===== config.mk =====
export PLATFORM = sky130hd
export DESIGN_NAME = mem_port_arbiter_flat
export DESIGN_NICKNAME = d
export VERILOG_FILES = /design/src/rtl/mem_port_arbiter_if.sv /design/src/rtl/mem_port_arbiter.sv /design/src/flat_wrapper.sv
export SDC_FILE = /design/constraint.sdc
export NUM_CORES = 1
export LEC_CHECK = 0
export CAP_MARGIN = 10
export CORE_UTILIZATION = 23
export CTS_BUF_LIST = sky130_fd_sc_hd__clkbuf_8 sky130_fd_sc_hd__clkbuf_16
export DETAILED_ROUTE_END_ITERATION = 8
export DONT_BUFFER_PORTS = 1
export SYNTH_ARGS = -nofsm -noshare
export SYNTH_HDL_FRONTEND = slang
export SYNTH_SLANG_ARGS = --single-unit
export TNS_END_PERCENT = 5

===== constraint.sdc =====
create_clock -name clk -period 3.93 [get_ports clk]
set_input_delay 0.5895 -clock clk [delete_from_list [all_inputs] [get_ports clk]]
set_output_delay 0.5895 -clock clk [all_outputs]
set_load 0.02 [all_outputs]

===== src/rtl/mem_port_arbiter_if.sv =====
// Bundle of the pipeline-side request/response, memory-side and status signals of mem_port_arbiter.
// The slave modport is the arbiter's view; master is the pipeline plus memory model.
interface mem_port_arbiter_if #(
   parameter int ADDR_W = 32,
   parameter int DATA_W = 32
);
   logic              if_req;
   logic [ADDR_W-1:0] if_addr;
   logic [DATA_W-1:0] if_rdata;
   logic              if_ack;
   logic              d_req;
   logic              d_we;
   logic [ADDR_W-1:0] d_addr;
   logic [DATA_W-1:0] d_wdata;
   logic [DATA_W-1:0] d_rdata;
   logic              d_ack;
   logic              mem_en;
   logic              mem_we;
   logic [ADDR_W-1:0] mem_addr;
   logic [DATA_W-1:0] mem_wdata;
   logic [DATA_W-1:0] mem_rdata;
   logic              stall_if;
   logic              stall_mem;
   logic [31:0]       perf_if_stall;
   logic [31:0]       perf_d_stall;

   modport slave (
      input  if_req, if_addr, d_req, d_we, d_addr, d_wdata, mem_rdata,
      output if_rdata, if_ack, d_rdata, d_ack, mem_en, mem_we, mem_addr, mem_wdata,
             stall_if, stall_mem, perf_if_stall, perf_d_stall
   );

   modport master (
      output if_req, if_addr, d_req, d_we, d_addr, d_wdata, mem_rdata,
      input  if_rdata, if_ack, d_rdata, d_ack, mem_en, mem_we, mem_addr, mem_wdata,
             stall_if, stall_mem, perf_if_stall, perf_d_stall
   );
endinterface


===== src/rtl/mem_port_arbiter.sv =====
// Shares one single-port memory between instruction fetch (IF) and load/store (MEM), data first with IF anti-starvation.
// Defining ARB_PERF_EN builds saturating stall-cycle counters; otherwise the perf ports read 0.
module mem_port_arbiter #(
   parameter int ADDR_W     = 32,
   parameter int DATA_W     = 32,
   parameter int MEM_LAT    = 2,
   parameter int STARVE_MAX = 4
) (
   input logic               clk,
   input logic               rst,
   mem_port_arbiter_if.slave bus
);
   localparam int CNT_W = $clog2(MEM_LAT) + 1;
   localparam int STV_W = $clog2(STARVE_MAX + 1);
   localparam logic [CNT_W-1:0] CNT_LAST = CNT_W'(MEM_LAT - 1);
   localparam logic [STV_W-1:0] STV_MAX  = STV_W'(STARVE_MAX);

   typedef enum logic [1:0] {
      IDLE   = 2'd0,
      ACCESS = 2'd1,
      RESP   = 2'd2
   } state_t;

   state_t            state_r;
   logic [CNT_W-1:0]  cnt_r;
   logic [STV_W-1:0]  starve_r;
   logic              grant_d_r;
   logic              mem_en_r;
   logic              mem_we_r;
   logic [ADDR_W-1:0] mem_addr_r;
   logic [DATA_W-1:0] mem_wdata_r;
   logic [DATA_W-1:0] if_rdata_r;
   logic [DATA_W-1:0] d_rdata_r;
   logic              if_ack_r;
   logic              d_ack_r;

   logic cand_if_s;
   logic cand_d_s;
   logic pick_d_s;
   logic win_s;

   // Requests still waiting (the one being acked is excluded) and the arbitration winner
   always_comb begin
      cand_if_s = bus.if_req & ~if_ack_r;
      cand_d_s  = bus.d_req & ~d_ack_r;
      win_s     = cand_if_s | cand_d_s;
      pick_d_s  = 1'b0;
      if (cand_if_s && (starve_r == STV_MAX)) begin
         pick_d_s = 1'b0;
      end else begin
         pick_d_s = cand_d_s;
      end
   end

   // Access sequencer: arbitrate, hold the memory for MEM_LAT cycles, then pulse the winner's ack
   always_ff @(posedge clk or negedge rst) begin
      if (!rst) begin
         state_r     <= IDLE;
         cnt_r       <= {CNT_W{1'b0}};
         starve_r    <= {STV_W{1'b0}};
         grant_d_r   <= 1'b0;
         mem_en_r    <= 1'b0;
         mem_we_r    <= 1'b0;
         mem_addr_r  <= {ADDR_W{1'b0}};
         mem_wdata_r <= {DATA_W{1'b0}};
         if_rdata_r  <= {DATA_W{1'b0}};
         d_rdata_r   <= {DATA_W{1'b0}};
         if_ack_r    <= 1'b0;
         d_ack_r     <= 1'b0;
      end else begin
         if_ack_r <= 1'b0;
         d_ack_r  <= 1'b0;
         case (state_r)
            IDLE, RESP: begin
               cnt_r <= {CNT_W{1'b0}};
               if (win_s) begin
                  state_r     <= ACCESS;
                  grant_d_r   <= pick_d_s;
                  mem_en_r    <= 1'b1;
                  mem_we_r    <= pick_d_s & bus.d_we;
                  mem_addr_r  <= pick_d_s ? bus.d_addr : bus.if_addr;
                  mem_wdata_r <= pick_d_s ? bus.d_wdata : {DATA_W{1'b0}};
                  if (!pick_d_s) begin
                     starve_r <= {STV_W{1'b0}};
                  end else if (cand_if_s && (starve_r != STV_MAX)) begin
                     starve_r <= starve_r + STV_W'(1);
                  end
               end else begin
                  state_r  <= IDLE;
                  mem_en_r <= 1'b0;
                  mem_we_r <= 1'b0;
               end
            end
            ACCESS: begin
               if (cnt_r == CNT_LAST) begin
                  state_r  <= RESP;
                  cnt_r    <= {CNT_W{1'b0}};
                  mem_en_r <= 1'b0;
                  mem_we_r <= 1'b0;
                  if (grant_d_r) begin
                     d_ack_r <= 1'b1;
                     if (!mem_we_r) begin
                        d_rdata_r <= bus.mem_rdata;
                     end
                  end else begin
                     if_ack_r   <= 1'b1;
                     if_rdata_r <= bus.mem_rdata;
                  end
               end else begin
                  cnt_r <= cnt_r + CNT_W'(1);
               end
            end
            default: begin
               state_r  <= IDLE;
               mem_en_r <= 1'b0;
               mem_we_r <= 1'b0;
            end
         endcase
      end
   end

   assign bus.if_ack    = if_ack_r;
   assign bus.d_ack     = d_ack_r;
   assign bus.if_rdata  = if_rdata_r;
   assign bus.d_rdata   = d_rdata_r;
   assign bus.mem_en    = mem_en_r;
   assign bus.mem_we    = mem_we_r;
   assign bus.mem_addr  = mem_addr_r;
   assign bus.mem_wdata = mem_wdata_r;
   assign bus.stall_if  = cand_if_s;
   assign bus.stall_mem = cand_d_s;

`ifdef ARB_PERF_EN
   logic [31:0] perf_if_r;
   logic [31:0] perf_d_r;

   // Saturating counts of cycles each stage spends stalled
   always_ff @(posedge clk or negedge rst) begin
      if (!rst) begin
         perf_if_r <= 32'd0;
         perf_d_r  <= 32'd0;
      end else begin
         if (cand_if_s && (perf_if_r != 32'hFFFF_FFFF)) begin
            perf_if_r <= perf_if_r + 32'd1;
         end
         if (cand_d_s && (perf_d_r != 32'hFFFF_FFFF)) begin
            perf_d_r <= perf_d_r + 32'd1;
         end
      end
   end

   assign bus.perf_if_stall = perf_if_r;
   assign bus.perf_d_stall  = perf_d_r;
`else
   assign bus.perf_if_stall = 32'd0;
   assign bus.perf_d_stall  = 32'd0;
`endif
endmodule


===== src/flat_wrapper.sv =====
// flat-port wrapper written by rule: the top's interface ports become plain ports
module mem_port_arbiter_flat 
#(
   parameter int ADDR_W     = 32,
   parameter int DATA_W     = 32,
   parameter int MEM_LAT    = 2,
   parameter int STARVE_MAX = 4
)
  (clk, rst, bus_if_req, bus_if_addr, bus_d_req, bus_d_we, bus_d_addr, bus_d_wdata, bus_mem_rdata, bus_if_rdata, bus_if_ack, bus_d_rdata, bus_d_ack, bus_mem_en, bus_mem_we, bus_mem_addr, bus_mem_wdata, bus_stall_if, bus_stall_mem, bus_perf_if_stall, bus_perf_d_stall);
  mem_port_arbiter_if #(.ADDR_W(ADDR_W), .DATA_W(DATA_W)) bus_i ();
  input logic clk;
  input logic rst;
  input wire logic [$bits(bus_i.if_req)-1:0] bus_if_req;
  input wire logic [$bits(bus_i.if_addr)-1:0] bus_if_addr;
  input wire logic [$bits(bus_i.d_req)-1:0] bus_d_req;
  input wire logic [$bits(bus_i.d_we)-1:0] bus_d_we;
  input wire logic [$bits(bus_i.d_addr)-1:0] bus_d_addr;
  input wire logic [$bits(bus_i.d_wdata)-1:0] bus_d_wdata;
  input wire logic [$bits(bus_i.mem_rdata)-1:0] bus_mem_rdata;
  output wire logic [$bits(bus_i.if_rdata)-1:0] bus_if_rdata;
  output wire logic [$bits(bus_i.if_ack)-1:0] bus_if_ack;
  output wire logic [$bits(bus_i.d_rdata)-1:0] bus_d_rdata;
  output wire logic [$bits(bus_i.d_ack)-1:0] bus_d_ack;
  output wire logic [$bits(bus_i.mem_en)-1:0] bus_mem_en;
  output wire logic [$bits(bus_i.mem_we)-1:0] bus_mem_we;
  output wire logic [$bits(bus_i.mem_addr)-1:0] bus_mem_addr;
  output wire logic [$bits(bus_i.mem_wdata)-1:0] bus_mem_wdata;
  output wire logic [$bits(bus_i.stall_if)-1:0] bus_stall_if;
  output wire logic [$bits(bus_i.stall_mem)-1:0] bus_stall_mem;
  output wire logic [$bits(bus_i.perf_if_stall)-1:0] bus_perf_if_stall;
  output wire logic [$bits(bus_i.perf_d_stall)-1:0] bus_perf_d_stall;
  assign bus_i.if_req = bus_if_req;
  assign bus_i.if_addr = bus_if_addr;
  assign bus_i.d_req = bus_d_req;
  assign bus_i.d_we = bus_d_we;
  assign bus_i.d_addr = bus_d_addr;
  assign bus_i.d_wdata = bus_d_wdata;
  assign bus_i.mem_rdata = bus_mem_rdata;
  assign bus_if_rdata = bus_i.if_rdata;
  assign bus_if_ack = bus_i.if_ack;
  assign bus_d_rdata = bus_i.d_rdata;
  assign bus_d_ack = bus_i.d_ack;
  assign bus_mem_en = bus_i.mem_en;
  assign bus_mem_we = bus_i.mem_we;
  assign bus_mem_addr = bus_i.mem_addr;
  assign bus_mem_wdata = bus_i.mem_wdata;
  assign bus_stall_if = bus_i.stall_if;
  assign bus_stall_mem = bus_i.stall_mem;
  assign bus_perf_if_stall = bus_i.perf_if_stall;
  assign bus_perf_d_stall = bus_i.perf_d_stall;
  mem_port_arbiter #(.ADDR_W(ADDR_W), .DATA_W(DATA_W), .MEM_LAT(MEM_LAT), .STARVE_MAX(STARVE_MAX)) u_core (.clk(clk), .rst(rst), .bus(bus_i));
endmodule

==> After elaboration in Yosys (flattened, before gate mapping) <==
Cells that the tools add are included.
W data, S select, Z words.
{ "classes": {"addsub": 2, "n_eq_ne": 7, "mux": 21, "bitwise_logic": 8, "reduce_logical": 9} }
{ "ops": {"columns": ["operator", "n"], "rows": [
  ["$mux W32", 2],
  ["$mux W1", 11],
  ["$pmux W2 S2", 2],
  ["$mux W3", 2],
  ["$reduce_and A3 Y1", 2],
  ["$eq A2 B1 Y1 const B", 2],
  ["$mux W2", 2],
  ["$not A1 Y1", 4],
  ["$pmux W1 S2", 2],
  ["$reduce_and A4 Y1", 1],
  ["$add A3 B1 Y3 const B", 1],
  ["$and A1 B1 Y1", 3],
  ["$eq A3 B3 Y1 const B", 1],
  ["$ne A3 B3 Y1 const B", 1],
  ["$add A2 B1 Y2 const B", 1],
  ["$eq A2 B2 Y1 const B", 1],
  ["$logic_and A1 B1 Y1", 2],
  ["$logic_not A2 Y1", 1],
  ["$ne A2 B1 Y1 const B", 1],
  ["$ne A2 B2 Y1 const B", 1],
  ["$reduce_and A2 Y1", 1],
  ["$reduce_bool A2 Y1", 1],
  ["$reduce_or A2 Y1", 1],
  ["$or A1 B1 Y1", 1]
]} }
{ "word_totals": {"regBits": 140, "inputBits": 133, "output_inout_bits": 198, "elab_cells": 59} }

==> Logic depth before layout (Yosys ltp) <==
{ "logic_depth": {"ltp_word": 7, "ltp_mapped": 7, "depth_no_buf": 5} }

==> Worst setup path before layout <==
Ideal clock, no wire load.
{ "synth_timing": {"path_type": "input port to output port", "from": "input bus_if_req", "to": "output bus_stall_if", "t_arrival_ps": 1314, "t_required_ps": 3340, "setup_slack_ps": 2026, "cell_stages": 4, "path_buffers": 2, "cell_sequence": "nand2b_1 clkbuf_1 clkbuf_1 inv_1"} }
{ "synth_via": {"elab_chain_cells": 1} }
{ "synth_rtl": {"columns": ["element", "line_no", "rtl"], "rows": [
  ["from (decl)", "flat_wrapper.sv:13", "input wire logic [$bits(bus_i.if_req)-1:0] bus_if_req;"],
  ["$and A1 B1 Y1", "mem_port_arbiter.sv:44", "cand_if_s = bus.if_req & ~if_ack_r;"],
  ["to (decl)", "flat_wrapper.sv:28", "output wire logic [$bits(bus_i.stall_if)-1:0] bus_stall_if;"]
]} }
Every way passes these cells.

==> Worst setup path after layout <==
{ "layout_timing": {"from": "register u_core.d_ack_r (netlist: u_core.bus.d_ack)", "to": "output bus_stall_mem"} }
{ "layout_via": {"elab_chain_cells": 2} }
{ "layout_rtl": {"columns": ["element", "line_no", "rtl"], "rows": [
  ["from (decl)", "mem_port_arbiter.sv:35", "logic d_ack_r;"],
  ["from (signal assigned)", "mem_port_arbiter.sv:69", "d_ack_r <= 1'b0;"],
  ["from (signal assigned)", "mem_port_arbiter.sv:72", "d_ack_r <= 1'b0;"],
  ["from (signal assigned)", "mem_port_arbiter.sv:101", "d_ack_r <= 1'b1;"],
  ["$not A1 Y1", "mem_port_arbiter.sv:45", "cand_d_s = bus.d_req & ~d_ack_r;"],
  ["$and A1 B1 Y1", "mem_port_arbiter.sv:45", null],
  ["to (decl)", "flat_wrapper.sv:29", "output wire logic [$bits(bus_i.stall_mem)-1:0] bus_stall_mem;"]
]} }
Every way passes these cells.

==> flow_metrics.tcl <==
set metrics [dict create \
    maxSlewViolCount 0 \
    dieArea_um2 28600 \
    ir_worst_vdd_v 0.000328 \
    ys_seq_area_frac 0.542 \
    worst_pin_slew_ns 1.06 \
    finalClockSkew_ns 0.0117 \
    crit_arrival_ns 2.11 \
    setup_viol 0 \
    clkLatencyLatePin_ns 0.42 \
    port_buffers 0 \
    clk_path_buf_depth 2 \
    grt_max_degree 140 \
    setup_tns_ns 0 \
    avgSynthCellArea_um2 12.5 \
    synth_top_area_frac 0.542 \
    clkTransAtPathRegs_ns 0.07 \
    die_y_um 169 \
    drc 0 \
    core_region_area_um2 27200 \
    cts_buffers 17 \
    globalRouteOverflowTotal 0 \
    h-tree-depth 4 \
    cts_tree "built" \
    p_per_area_nw_per_um2 932 \
    holdCritPathClass "in2async" \
    die_x_um 169 \
    instances_no_fill 879 \
    fin_crit_ns 2.70 \
    ys_types 33 \
    placementRows 60 \
    yosys-top-cells-area "dfrtp_1 54%, buf_4 7.8%, mux2_2 5.8%" \
    drt_first_iter_violations 216 \
    clkSinkCount 139 \
    nets 629 \
    max_freq_mhz 371 \
    gp_congestion 0.794 \
    crit_fanout 37 \
    grt_pass1_vias 4092 \
    min_period_over_period 0.686 \
    routed_wl_mm 16.5 \
    grt_pass1_wl_mm 24.4 \
    vias 3983 \
    track_usage 0.113 \
    hold_slack_ns 0.0508 \
    endpoint_kind "output pin" \
    synth-seq-cells 139 \
    cts-root-buf "clkbuf_16" \
    seq_area_um2 3480 \
    antenna_found_initial 0 \
    ys_warn_count 0 \
    crit_required_ns 3.34 \
    place_hpwl_mm 10.9 \
    maxCapViolCount 0 \
    status "complete, no violations" \
    num_antenna_cells 0 \
    post_drt_wl_per_cell_um 18.7 \
    viasPerCell 4.53 \
    rsz0062_at_grt "false" \
    leakage_nw 3.09 \
    synth_top_cell_by_area "dfrtp_1" \
    initial_core_util 0.236 \
    netlist_instances 512 \
    io-pin-count 331 \
    drtPass1Iterations 6 \
    dp.cells 846 \
    worst-setup-path-type "reg2out" \
    hold_viol 0 \
    netlist_area_um2 6420 \
    start_kind "flop" \
    multi_input_area_um2 2490 \
    area_growth_pct 11.2 \
    relSlewSlack 0.290 \
    drive_gt1_frac 0.160 \
    ant_nets 0 \
    cts_resized 0 \
    fillers 2844 \
]
==> report_power, final <==
group          internal, mW  switching [mW]
Sequential             2.11            1.33
Combinational         0.804           0.790
Clock                 0.898           0.715
==> cell families (layout without fill, tap and decap cells) <==
family	Yosys count	after routing	share of synthesized area
AO/OA/AOI/OAI	137	137	0.165
XOR/XNOR	1	1	0.00136
adder cells (fa/ha/maj)	2	2	0.00390
buffers and inverters	116	48	0.111
flip-flops	139	139	0.542
multiplexers	65	65	0.114
other	1	64	0.000584
AND/OR/NAND/NOR	51	51	0.0628
==> layout by cell type (no fill, tap or decap), types with 4 or more instances in the layout <==
cell / Yosys / layout
dfrtp_1: 139 / 138
mux2_2: 33 / 33
inv_1: 6 / 6
and3b_1: 32 / 32
o21ai_0: 31 / 31
a2bb2oi_1: 32 / 32
inv_6: 0 / 6
mux2_1: 31 / 31
conb_1: 1 / 64
clkinvlp_4: 0 / 4
clkbuf_16: 0 / 17
buf_4: 67 / 9
a22o_1: 32 / 32
a221oi_1: 32 / 32
nand3_1: 5 / 4
==> cell type report <==
cell class              count  area share
repair buffers             10      0.0133
flip-flops and latches    139       0.488
multi-input cells         320       0.349
well taps                 372      0.0652
clock inverters            15      0.0217
clock buffers              17      0.0596
inverters                   6     0.00316
==> path summary, 6_finish.rpt <==
| path | slack, ns | cells past startpoint | endpoint | startpoint |
|---|---|---|---|---|
| setup reg to reg | 1.66 | 5 | u_core.bus.mem_addr[24] | u_core.bus.d_ack |
| hold / removal | 0.05 | 1 | u_core.bus.d_rdata[2] | rst |
| hold reg to reg | 0.50 | 1 | u_core.starve_r[2] | u_core.starve_r[2] |
| min in group clk | 0.30 | 1 | u_core.bus.if_rdata[31] | bus_mem_rdata[31] |
| max in group asynchronous | 3.07 | 1 | u_core.bus.if_rdata[7] | rst |
| setup / recovery | 1.23 | 3 | bus_stall_mem | u_core.bus.d_ack |
==> synth_stat cells <==
library cell / count
and4b_1: 1
nor3b_1: 1
a2bb2oi_1: 32
mux2_1: 31
mux2i_1: 1
inv_1: 6
o32ai_1: 1
o21ai_0: 31
a21o_1: 2
dfrtp_1: 139
o21ai_1: 3
nand2b_1: 3
nand2_1: 3
a22o_1: 32
and4bb_1: 1
conb_1: 1
nand4b_1: 1
ha_1: 2
buf_1: 1
and3b_1: 32
o22ai_1: 1
a21oi_1: 2
xnor2_1: 1
buf_4: 67
mux2_2: 33
and2_1: 2
nor2b_1: 1
nand3_1: 5
o31a_1: 1
a221oi_1: 32
clkbuf_1: 24
buf_2: 18
nor3_2: 1
==> repair_timing <==
item	CTS	global route
hold buffers	1	0
hold endpoints to repair	139	0
buffers inserted	0	0
setup endpoints to repair	0	0
==> critical path: stages, from the launching register on <==
cell and delay [ns]:
dfrtp_1 0.32, buf_4 0.31, nand2b_2 0.66, inv_1 0.38
==> registers in the layout (all words and copies together), names as in the netlist <==
register              count
u_core.bus.mem_we         1
u_core.bus.if_ack         1
u_core.bus.d_ack          1
u_core.bus.if_rdata      32
u_core.bus.mem_wdata     32
u_core.grant_d_r          1
u_core.bus.mem_addr      32
u_core.bus.d_rdata       32
u_core.cnt_r              2
u_core.state_r            2
u_core.starve_r           3
==> through the flow <==
stage	util	worst slack, ns	power [mW]	area [um2]
2_1_floorplan	-	2.03	4.66	6660
3_3_place_gp	0.240	1.64	5.02	6530
3_5_place_dp	0.240	1.62	5.06	6530
4_1_cts	0.263	1.16	6.75	7140
5_1_grt	0.263	1.03	7.03	7140
6_report	0.263	1.23	6.65	7140
==> layer usage <==
layer,GRT usage,vias up,wire [um]
li1,-,1726,-
met1,0.130,2001,6270
met2,0.188,243,8190
met3,0.0493,13,1810
met4,0.0360,0,173
met5,0,-,0
Power figures use the tool's default switching activity.
